===== src/rtl/ddr_out_reg_if.sv =====
// ----------------------------------------------------------------------------
// ddr_out_reg_if
// Bundles the per-lane data of the DDR output register.
//   d1 [WIDTH] : first-half bit of each lane (source -> register)
//   d2 [WIDTH] : second-half bit of each lane (source -> register)
//   q  [WIDTH] : DDR output toward the pads (register -> pads)
// The master modport is the data source; the slave modport is the register.
// ----------------------------------------------------------------------------
interface ddr_out_reg_if #(
  parameter int WIDTH = 4
);
  logic [WIDTH-1:0] d1;
  logic [WIDTH-1:0] d2;
  logic [WIDTH-1:0] q;

  modport master (output d1, output d2, input q);
  modport slave  (input d1, input d2, output q);
endinterface


===== src/rtl/ddr_out_reg.sv =====
// ----------------------------------------------------------------------------
// ddr_out_reg
// WIDTH-lane double-data-rate output register. It behaves like an ODDRE1 in
// same-edge mode. Both bits of a lane are sampled on the capture edge.
// d1 is driven from that capture edge until the next opposite ("second") edge.
// d2 is driven from the second edge until the next capture edge.
// Ports:
//   clk  : DDR clock; both edges are used
//   rstn : asynchronous active-low reset; q is forced to SRVAL at once
//   ddr  : slave side of ddr_out_reg_if (d1/d2 in, q out)
// ----------------------------------------------------------------------------
module ddr_out_reg #(
  parameter int   WIDTH          = 4,
  parameter logic IS_C_INVERTED  = 1'b0,
  parameter logic IS_D1_INVERTED = 1'b0,
  parameter logic IS_D2_INVERTED = 1'b0,
  parameter logic SRVAL          = 1'b0
) (
  input  logic          clk,
  input  logic          rstn,
  ddr_out_reg_if.slave  ddr
);

  // Rising edge of clk_cap_s is the capture edge; its falling edge is the
  // second edge. This keeps a single code path for both clock polarities.
  logic clk_cap_s;
  assign clk_cap_s = clk ^ IS_C_INVERTED;

  logic [1:0]       sync_q;      // reset-release synchroniser, capture domain
  logic [WIDTH-1:0] r1_q, r1_d;  // captured first-half bits
  logic [WIDTH-1:0] r2_q, r2_d;  // captured second-half bits
  logic [WIDTH-1:0] r2_sec_q;    // r2 re-timed onto the second edge
  logic             tog_cap_q;   // toggles on every capture edge
  logic             tog_sec_q;   // copies tog_cap_q on every second edge
  logic             first_half_s;

  // Next capture data. New data is loaded only after the synchronised release.
  // Until then, the SRVAL pattern is loaded.
  always_comb begin
    r1_d = {WIDTH{SRVAL}};
    r2_d = {WIDTH{SRVAL}};
    if (sync_q[1]) begin
      r1_d = ddr.d1 ^ {WIDTH{IS_D1_INVERTED}};
      r2_d = ddr.d2 ^ {WIDTH{IS_D2_INVERTED}};
    end else begin
      r1_d = {WIDTH{SRVAL}};
      r2_d = {WIDTH{SRVAL}};
    end
  end

  // Capture-edge registers: the data pair, the reset synchroniser and the
  // capture-phase toggle.
  always_ff @(posedge clk_cap_s or negedge rstn) begin
    if (!rstn) begin
      sync_q    <= 2'b00;
      r1_q      <= {WIDTH{SRVAL}};
      r2_q      <= {WIDTH{SRVAL}};
      tog_cap_q <= 1'b0;
    end else begin
      sync_q    <= {sync_q[0], 1'b1};
      r1_q      <= r1_d;
      r2_q      <= r2_d;
      tog_cap_q <= ~tog_cap_q;
    end
  end

  // Second-edge registers. They hold the d2 captured at the preceding capture
  // edge. They also record the capture toggle, which closes the phase.
  always_ff @(negedge clk_cap_s or negedge rstn) begin
    if (!rstn) begin
      r2_sec_q  <= {WIDTH{SRVAL}};
      tog_sec_q <= 1'b0;
    end else begin
      r2_sec_q  <= r2_q;
      tog_sec_q <= tog_cap_q;
    end
  end

  // The two toggles differ only between a capture edge and the next second
  // edge. The phase flag therefore comes from flops, not from clk itself.
  // After reset both toggles are 0, so the output shows r2_sec_q (SRVAL).
  assign first_half_s = tog_cap_q ^ tog_sec_q;
  assign ddr.q        = first_half_s ? r1_q : r2_sec_q;

endmodule


===== src/flat_wrapper.sv =====
// flat-port wrapper written by rule: the top's interface ports become plain ports
module ddr_out_reg_flat 
#(
  parameter int   WIDTH          = 4,
  parameter logic IS_C_INVERTED  = 1'b0,
  parameter logic IS_D1_INVERTED = 1'b0,
  parameter logic IS_D2_INVERTED = 1'b0,
  parameter logic SRVAL          = 1'b0
)
  (clk, rstn, ddr_d1, ddr_d2, ddr_q);
  ddr_out_reg_if #(.WIDTH(WIDTH)) ddr_i ();
  input  logic clk;
  input  logic rstn;
  input wire logic [$bits(ddr_i.d1)-1:0] ddr_d1;
  input wire logic [$bits(ddr_i.d2)-1:0] ddr_d2;
  output wire logic [$bits(ddr_i.q)-1:0] ddr_q;
  assign ddr_i.d1 = ddr_d1;
  assign ddr_i.d2 = ddr_d2;
  assign ddr_q = ddr_i.q;
  ddr_out_reg #(.WIDTH(WIDTH), .IS_C_INVERTED(IS_C_INVERTED), .IS_D1_INVERTED(IS_D1_INVERTED), .IS_D2_INVERTED(IS_D2_INVERTED), .SRVAL(SRVAL)) u_core (.clk(clk), .rstn(rstn), .ddr(ddr_i));
endmodule

===== config.mk =====
export PLATFORM = sky130hd
export DESIGN_NAME = ddr_out_reg_flat
export DESIGN_NICKNAME = d
export VERILOG_FILES = /design/src/rtl/ddr_out_reg_if.sv /design/src/rtl/ddr_out_reg.sv /design/src/flat_wrapper.sv
export SDC_FILE = /design/constraint.sdc
export NUM_CORES = 1
export LEC_CHECK = 0
export ABC_CLOCK_PERIOD_IN_PS = 1400
export BUFFER_PORTS_ARGS = -buffer_cell sky130_fd_sc_hd__buf_2
export CAP_MARGIN = 0
export CORE_AREA = 3 3 40 42
export CTS_BUF_LIST = sky130_fd_sc_hd__clkbuf_8 sky130_fd_sc_hd__clkbuf_16
export DETAILED_ROUTE_END_ITERATION = 6
export DIE_AREA = 0 0 43 45
export PLACE_DENSITY = 0.66
export SYNTH_ARGS = -nofsm -noshare
export SYNTH_HDL_FRONTEND = slang
export SYNTH_SLANG_ARGS = --single-unit

===== constraint.sdc =====
create_clock -name clk -period 1.4 [get_ports clk]
set_input_delay 0.21 -clock clk [delete_from_list [all_inputs] [get_ports clk]]
set_output_delay 0.21 -clock clk [all_outputs]
set_load 0.01 [all_outputs]

==> flow_summary.toml, run 1 <==
[status]
outcome = "finished with violations"
violations = "setup timing"

[floorplanning]
io_pins = 14
initial_core_util = 0.404
std_cell_core_area_sq_um = 1280
die-height_um = 45
die_width_um = 43
design.die.area_sq_um = 1940
fp-row-count = 13

[layout]
final_design_area_no_fill_sq_um = 709
layout.nets = 60
syn2layout_area_growth_pct = 36.6
n_antenna_cell = 0
fillerInstances = 108
proportion_of_layout_cells_with_a_drive_suffix_above_1 = 0.429

[clocking]
cts-root-to-sink-buffers = 2
clock_sink_count = 16
cts-htree-levels = 1
cts_inserted_buffers = 3
clockRootBuffer = "clkbuf_8"
tritoncts = "done"
clock_pin_slew_on_the_worst_setup_and_hold_paths_ps = 60
clk_latency_ps = 260
postCtsSetupBuffers = 0

[pwr]
total_switching_power_uw = 159
vdd_drop_max_v = 0.000703
combPwrFrac = 0.063
p_leak_nw = 0.367
power_per_cell_area_nw_per_um2 = 1230
power.clock.fraction = 0.373
power_report.internal_total_uw = 712
power_switching_share = 0.182
seq_power_share = 0.564

[critical_path]
cp_max_fo = 4
rr_endpoint = "u_core.tog_sec_q"
reg2reg_from = "u_core.tog_cap_q"
timing.critical_path.required_ps = 1190
crit_type = "reg2out"
endpoint_kind = "primary output"
worst_r2r_path_depth = 0
cp.arrival_ps = 2060
cp_launch_type = "flip-flop"
reg2reg_slack_ps = 90

[hold_path]
hold_depth = 2
hp-start = "ddr_d2[3]"
min_delay_worst_endpoint = "u_core.r2_q[3]"
worstHoldPathType = "in2reg"

[global_route]
grt.total_usage = 0.0785
globalRoute.totalOverflow = 0
grt_antenna_before_repair = 0
via_count_of_the_first_global_routing_pass = 253
grt_first_pass_wirelength_um = 1060
pin_count_of_the_biggest_net_entering_global_routing = 17

[placed_design]
place_congestion = 0.647
placement.cell_area_sq_um = 603
port_buffers = 13
detailed_place_hpwl_um = 485

[yosys]
netlist_area_sq_um = 519
synth_warnings = 0
post_synth.cell_area_avg_sq_um = 16.7
synthesis.nets = 41
synth.lib_cells_used.distinct = 7
synthesis.instances = 31
synth_sequential_area_ratio = 0.771
synth-seq-cells = 16

[routing]
drcViolationCount = 0
detail_route.iter0.violations = 0
routed_wl_um = 608
count_of_antenna_violating_nets_left_after_detailed_routing = 0
post_drt_wl_per_cell_um = 9.50
drt-pass1-iter-count = 1
drt-vias-per-instance = 4.16
routed-via-count = 266

[sta]
grt_setup_unrepaired = "yes"
finalSetupViolations = 4
worst_slack_ps = -871
final_report_hold_violation_count = 0
fin_setup_tns_ps = -3460
drv_slew = 0
fin_worst_skew_ps = 19.3

[run]
cap_violations = 0
-- per-layer routing --
metal	global-route usage	vias up	wire length, um
li1	-	130	-
met1	0.0777	127	234
met2	0.135	9	322
met3	0.0438	0	50
met4	0.0361	0	0
met5	0	-	0
-- timing repair --
action,CTS,global route
pin swaps,0,1
hold endpoints to repair,11,0
endpoints found under the setup margin,4,4
resized for setup,0,9
hold buffers,1,0
-- sequential cells by signal, summed over array words and instances, names as in the netlist --
register,count
u_core.r2_q,4
u_core.sync_q,2
u_core.r1_q,4
u_core.tog_cap_q,1
u_core.tog_sec_q,1
u_core.r2_sec_q,4
-- synthesized netlist by cell type --
| cell type | n | area share |
|---|---|---|
| xnor2_2 | 1 | 0.031 |
| inv_1 | 1 | 0.0072 |
| dfrtn_1 | 5 | 0.24 |
| mux2_1 | 4 | 0.087 |
| conb_1 | 1 | 0.0072 |
| dfrtp_1 | 11 | 0.53 |
| and2_1 | 8 | 0.096 |
-- worst max path at each step --
stage / depth (start not counted) / slack (ps) / startpoint / to
finish: 3 / -870 / u_core.tog_sec_q / ddr_q[2]
global route: 3 / -910 / u_core.tog_sec_q / ddr_q[2]
global placement: 3 / -570 / u_core.tog_sec_q / ddr_q[2]
detailed placement: 3 / -610 / u_core.tog_sec_q / ddr_q[2]
CTS: 3 / -880 / u_core.tog_sec_q / ddr_q[2]
floorplan: 2 / -450 / u_core.tog_sec_q / ddr_q[0]
-- kinds of logic (layout without fill, tap and decap cells) --
kind of cell           after synthesis  count (layout)  share of synthesized area
XOR/XNOR                             1               1                     0.0313
buffers and inverters                1              19                    0.00722
flip-flops                          16              16                      0.771
multiplexers                         4               4                     0.0867
other                                1               1                    0.00722
AND/OR/NAND/NOR                      8               8                     0.0964
-- cells in the final DEF (no fill, tap or decap) --
cell type,synthesis,final
dfrtp_1,11,11
buf_2,0,9
and2_1,8,8
dfrtn_1,5,5
mux2_4,0,4
buf_6,0,4
clkbuf_8,0,3
inv_1,1,2
xnor2_4,0,1
dlygate4sd3_1,0,1
conb_1,1,1
-- power by group through the flow --
stage,clock network (mW),logic (mW),registers [mW]
2_1_floorplan,0,0.0169,0.497
3_3_place_gp,0,0.0414,0.499
3_5_place_dp,0,0.0425,0.499
4_1_cts,0.331,0.0449,0.492
5_1_grt,0.359,0.0623,0.493
6_report,0.325,0.0548,0.491
-- through the flow --
| step | total power, mW | hold slack, ps | utilization | setup slack, ps | std cells |
|---|---|---|---|---|---|
| final | 0.871 | 180 | 0.552 | -871 | 64 |
| after global placement | 0.540 | 118 | 0.469 | -572 | 59 |
| after CTS | 0.867 | 178 | 0.512 | -878 | 64 |
| after detailed placement | 0.542 | 126 | 0.469 | -606 | 59 |
| after global routing | 0.915 | 183 | 0.552 | -913 | 64 |
| after floorplan | 0.513 | -85.6 | - | -449 | 31 |
-- area by class of cell --
type / instances / area, sq um / area share
inverter: 1 / 3.75 / 0.00529
multi-input combinational: 14 / 141 / 0.199
tap: 15 / 18.8 / 0.0265
clock buffer: 3 / 41.3 / 0.0582
timing repair buffer: 14 / 100 / 0.141
clock inverter: 1 / 3.75 / 0.00529
sequential: 16 / 400 / 0.564
-- critical path, stage by stage, from the launching register on --
cell and delay [ps]:
dfrtn_1 480, xnor2_4 170, mux2_4 330, buf_6 120
No activity file was read; power rests on OpenSTA's default activity.
==> run 2: changes to the inputs <==
--- a/config.mk
+++ b/config.mk
@@ -8,11 +8,12 @@
 export ABC_CLOCK_PERIOD_IN_PS = 1400
 export BUFFER_PORTS_ARGS = -buffer_cell sky130_fd_sc_hd__buf_2
 export CAP_MARGIN = 0
-export CORE_AREA = 3 3 40 42
+export CORE_AREA = 2 2 39 41
 export CTS_BUF_LIST = sky130_fd_sc_hd__clkbuf_8 sky130_fd_sc_hd__clkbuf_16
 export DETAILED_ROUTE_END_ITERATION = 6
-export DIE_AREA = 0 0 43 45
+export DIE_AREA = 0 0 41 43
 export PLACE_DENSITY = 0.66
+export SLEW_MARGIN = 20
 export SYNTH_ARGS = -nofsm -noshare
 export SYNTH_HDL_FRONTEND = slang
 export SYNTH_SLANG_ARGS = --single-unit
==> run 2 against run 1 <==
The run still ends with setup timing left. Critical endpoint is now ddr_q[3]. Sequential share of layout area down 0.88 points. Via count up 3.0%. Sequential power about the same. Global-route usage rose by 1.6 points. Clock skew fell by 0.98 ps. Flip-flop and latch count stayed put. Cell count is 1.6% higher. Clock power increased by 18%. Worst setup slack got worse by 13 ps. Hold slack got worse by 7.6 ps. Critical path type unchanged. Final area grew 1.6%.
==> flow_summary.toml, run 2 (same netlist as run 1, synthesis figures left out) <==
[clocking]
cts-root-to-sink-buffers = 2
clock_pin_slew_on_the_worst_setup_and_hold_paths_ps = 60
clk_latency_ps = 260
clockRootBuffer = "clkbuf_8"
cts_inserted_buffers = 3
postCtsSetupBuffers = 0
cts-htree-levels = 1
clock_sink_count = 16
tritoncts = "done"

[critical_path]
cp_slowest_stage_delay_ps = 390
worst_path_max_delay_cell = "dfrtn_1"
path_delay_family = "flip-flops"
cp_max_fo = 4
endpoint_kind = "primary output"
cp_cell_sequence = "xnor2_4, mux2_4, buf_6"
cp_launch_type = "flip-flop"
crit_type = "reg2out"
timing.critical_path.required_ps = 1190
reg2reg_from = "u_core.tog_cap_q"
critPathBufInv = 1
cp.arrival_ps = 2070
reg2reg_slack_ps = 80
rr_endpoint = "u_core.tog_sec_q"
worst_r2r_path_depth = 0
worst-path-stages = 3

[layout]
final_design_area_no_fill_sq_um = 721
seqCellArea_sq_um = 400
n_antenna_cell = 0
layout.nets = 60
proportion_of_layout_cells_with_a_drive_suffix_above_1 = 0.449
fillerInstances = 120
area_occupied_by_multi_input_gates_sq_um = 141
biggestRegsByFlops = "u_core.r1_q (4), u_core.r2_q (4), u_core.r2_sec_q (4)"
mostFrequentLayoutCell = "dfrtp_1"
syn2layout_area_growth_pct = 38.8
finalNonFillerCells = 65
layout_common_cells = "dfrtp_1, buf_2, and2_1, dfrtn_1"

[pwr]
design_power_total_uw = 931
power_per_cell_area_nw_per_um2 = 1290
p_leak_nw = 0.368
vdd_drop_max_v = 0.000619

[placed_design]
place_congestion = 0.580
placement.cell_area_sq_um = 604
port_buffers = 13
dp_worst_setup_slack_ps = -604
place.detailed.instances = 60
detailed_place_hpwl_um = 428

[sta]
fin_worst_skew_ps = 18.3
worst_slack_ps = -884
final_report_hold_violation_count = 0
grt_setup_unrepaired = "yes"
finalSetupViolations = 4
drv_slew = 0

[floorplanning]
fp-row-count = 14
design.die.area_sq_um = 1760
io_pins = 14
die-height_um = 43
initial_core_util = 0.375
std_cell_core_area_sq_um = 1380
die_width_um = 41

[status]
violations = "setup timing"
outcome = "finished with violations"

[routing]
routed_wl_um = 613
routed-via-count = 274
post_drt_wl_per_cell_um = 9.43
count_of_antenna_violating_nets_left_after_detailed_routing = 0
drt-pass1-iter-count = 2
detail_route.iter0.violations = 3
met2_length_um = 323
drcViolationCount = 0
highest_layer_used_for_signal_routing = "met4"
drt-vias-per-instance = 4.22
route.met3.wl_um = 47
route.layer.met1.wl_um = 228

[global_route]
grt_first_pass_wirelength_um = 1030
via_count_of_the_first_global_routing_pass = 292
grt.total_usage = 0.0942
globalRoute.totalOverflow = 0
pin_count_of_the_biggest_net_entering_global_routing = 17
grt_antenna_before_repair = 0

[hold_path]
worstHoldPathType = "in2reg"
hold_depth = 2
hp-start = "ddr_d2[2]"
min_delay_worst_endpoint = "u_core.r2_q[2]"

[run]
cap_violations = 0
==> run 2: layer usage <==
layer	track usage	up-vias
met5	0	-
met4	0.0800	0
met3	0.0471	2
met2	0.134	11
met1	0.0961	131
li1	-	130
==> run 2: how the worst max path moves through the flow <==
| stage | start | endpoint | slack, ps |
|---|---|---|---|
| final | u_core.tog_sec_q | ddr_q[3] | -880 |
| after global routing | u_core.tog_sec_q | ddr_q[1] | -930 |
| after CTS | u_core.tog_sec_q | ddr_q[0] | -880 |
| after detailed placement | u_core.tog_sec_q | ddr_q[2] | -600 |
| after global placement | u_core.tog_sec_q | ddr_q[2] | -580 |
| after floorplan | u_core.tog_sec_q | ddr_q[0] | -450 |
==> run 2: where the power goes <==
| part | internal [mW] | leakage (nW) | total (mW) | switching [mW] |
|---|---|---|---|---|
| Combinational | 0.0342 | 0.138 | 0.0547 | 0.0205 |
| Clock | 0.249 | 0.0288 | 0.385 | 0.136 |
| Sequential | 0.484 | 0.202 | 0.491 | 0.00701 |
| Total | 0.767 | 0.368 | 0.931 | 0.164 |
==> run 2: final cells by class <==
class	instances	share of cell area
tap	16	0.0278
multi-input combinational	14	0.196
timing repair buffer	14	0.139
inverter	1	0.00521
clock buffer	4	0.0764
sequential	16	0.556
==> run 2: what timing repair did <==
| action | in CTS | in global routing |
|---|---|---|
| hold buffers | 1 | 0 |
| resized for setup | 0 | 9 |
| endpoints found under the setup margin | 4 | 4 |
| hold endpoints to repair | 11 | 0 |
| pin swaps | 0 | 1 |
==> run 2: metrics by stage <==
stage                     setup TNS, ps  hold slack, ps  utilization
final                             -3530             172        0.521
after global routing              -3730             176        0.521
after CTS                         -3520             168        0.484
after detailed placement          -2390             129        0.437
after global placement            -2280             127        0.437
after floorplan                   -1800           -85.6            -
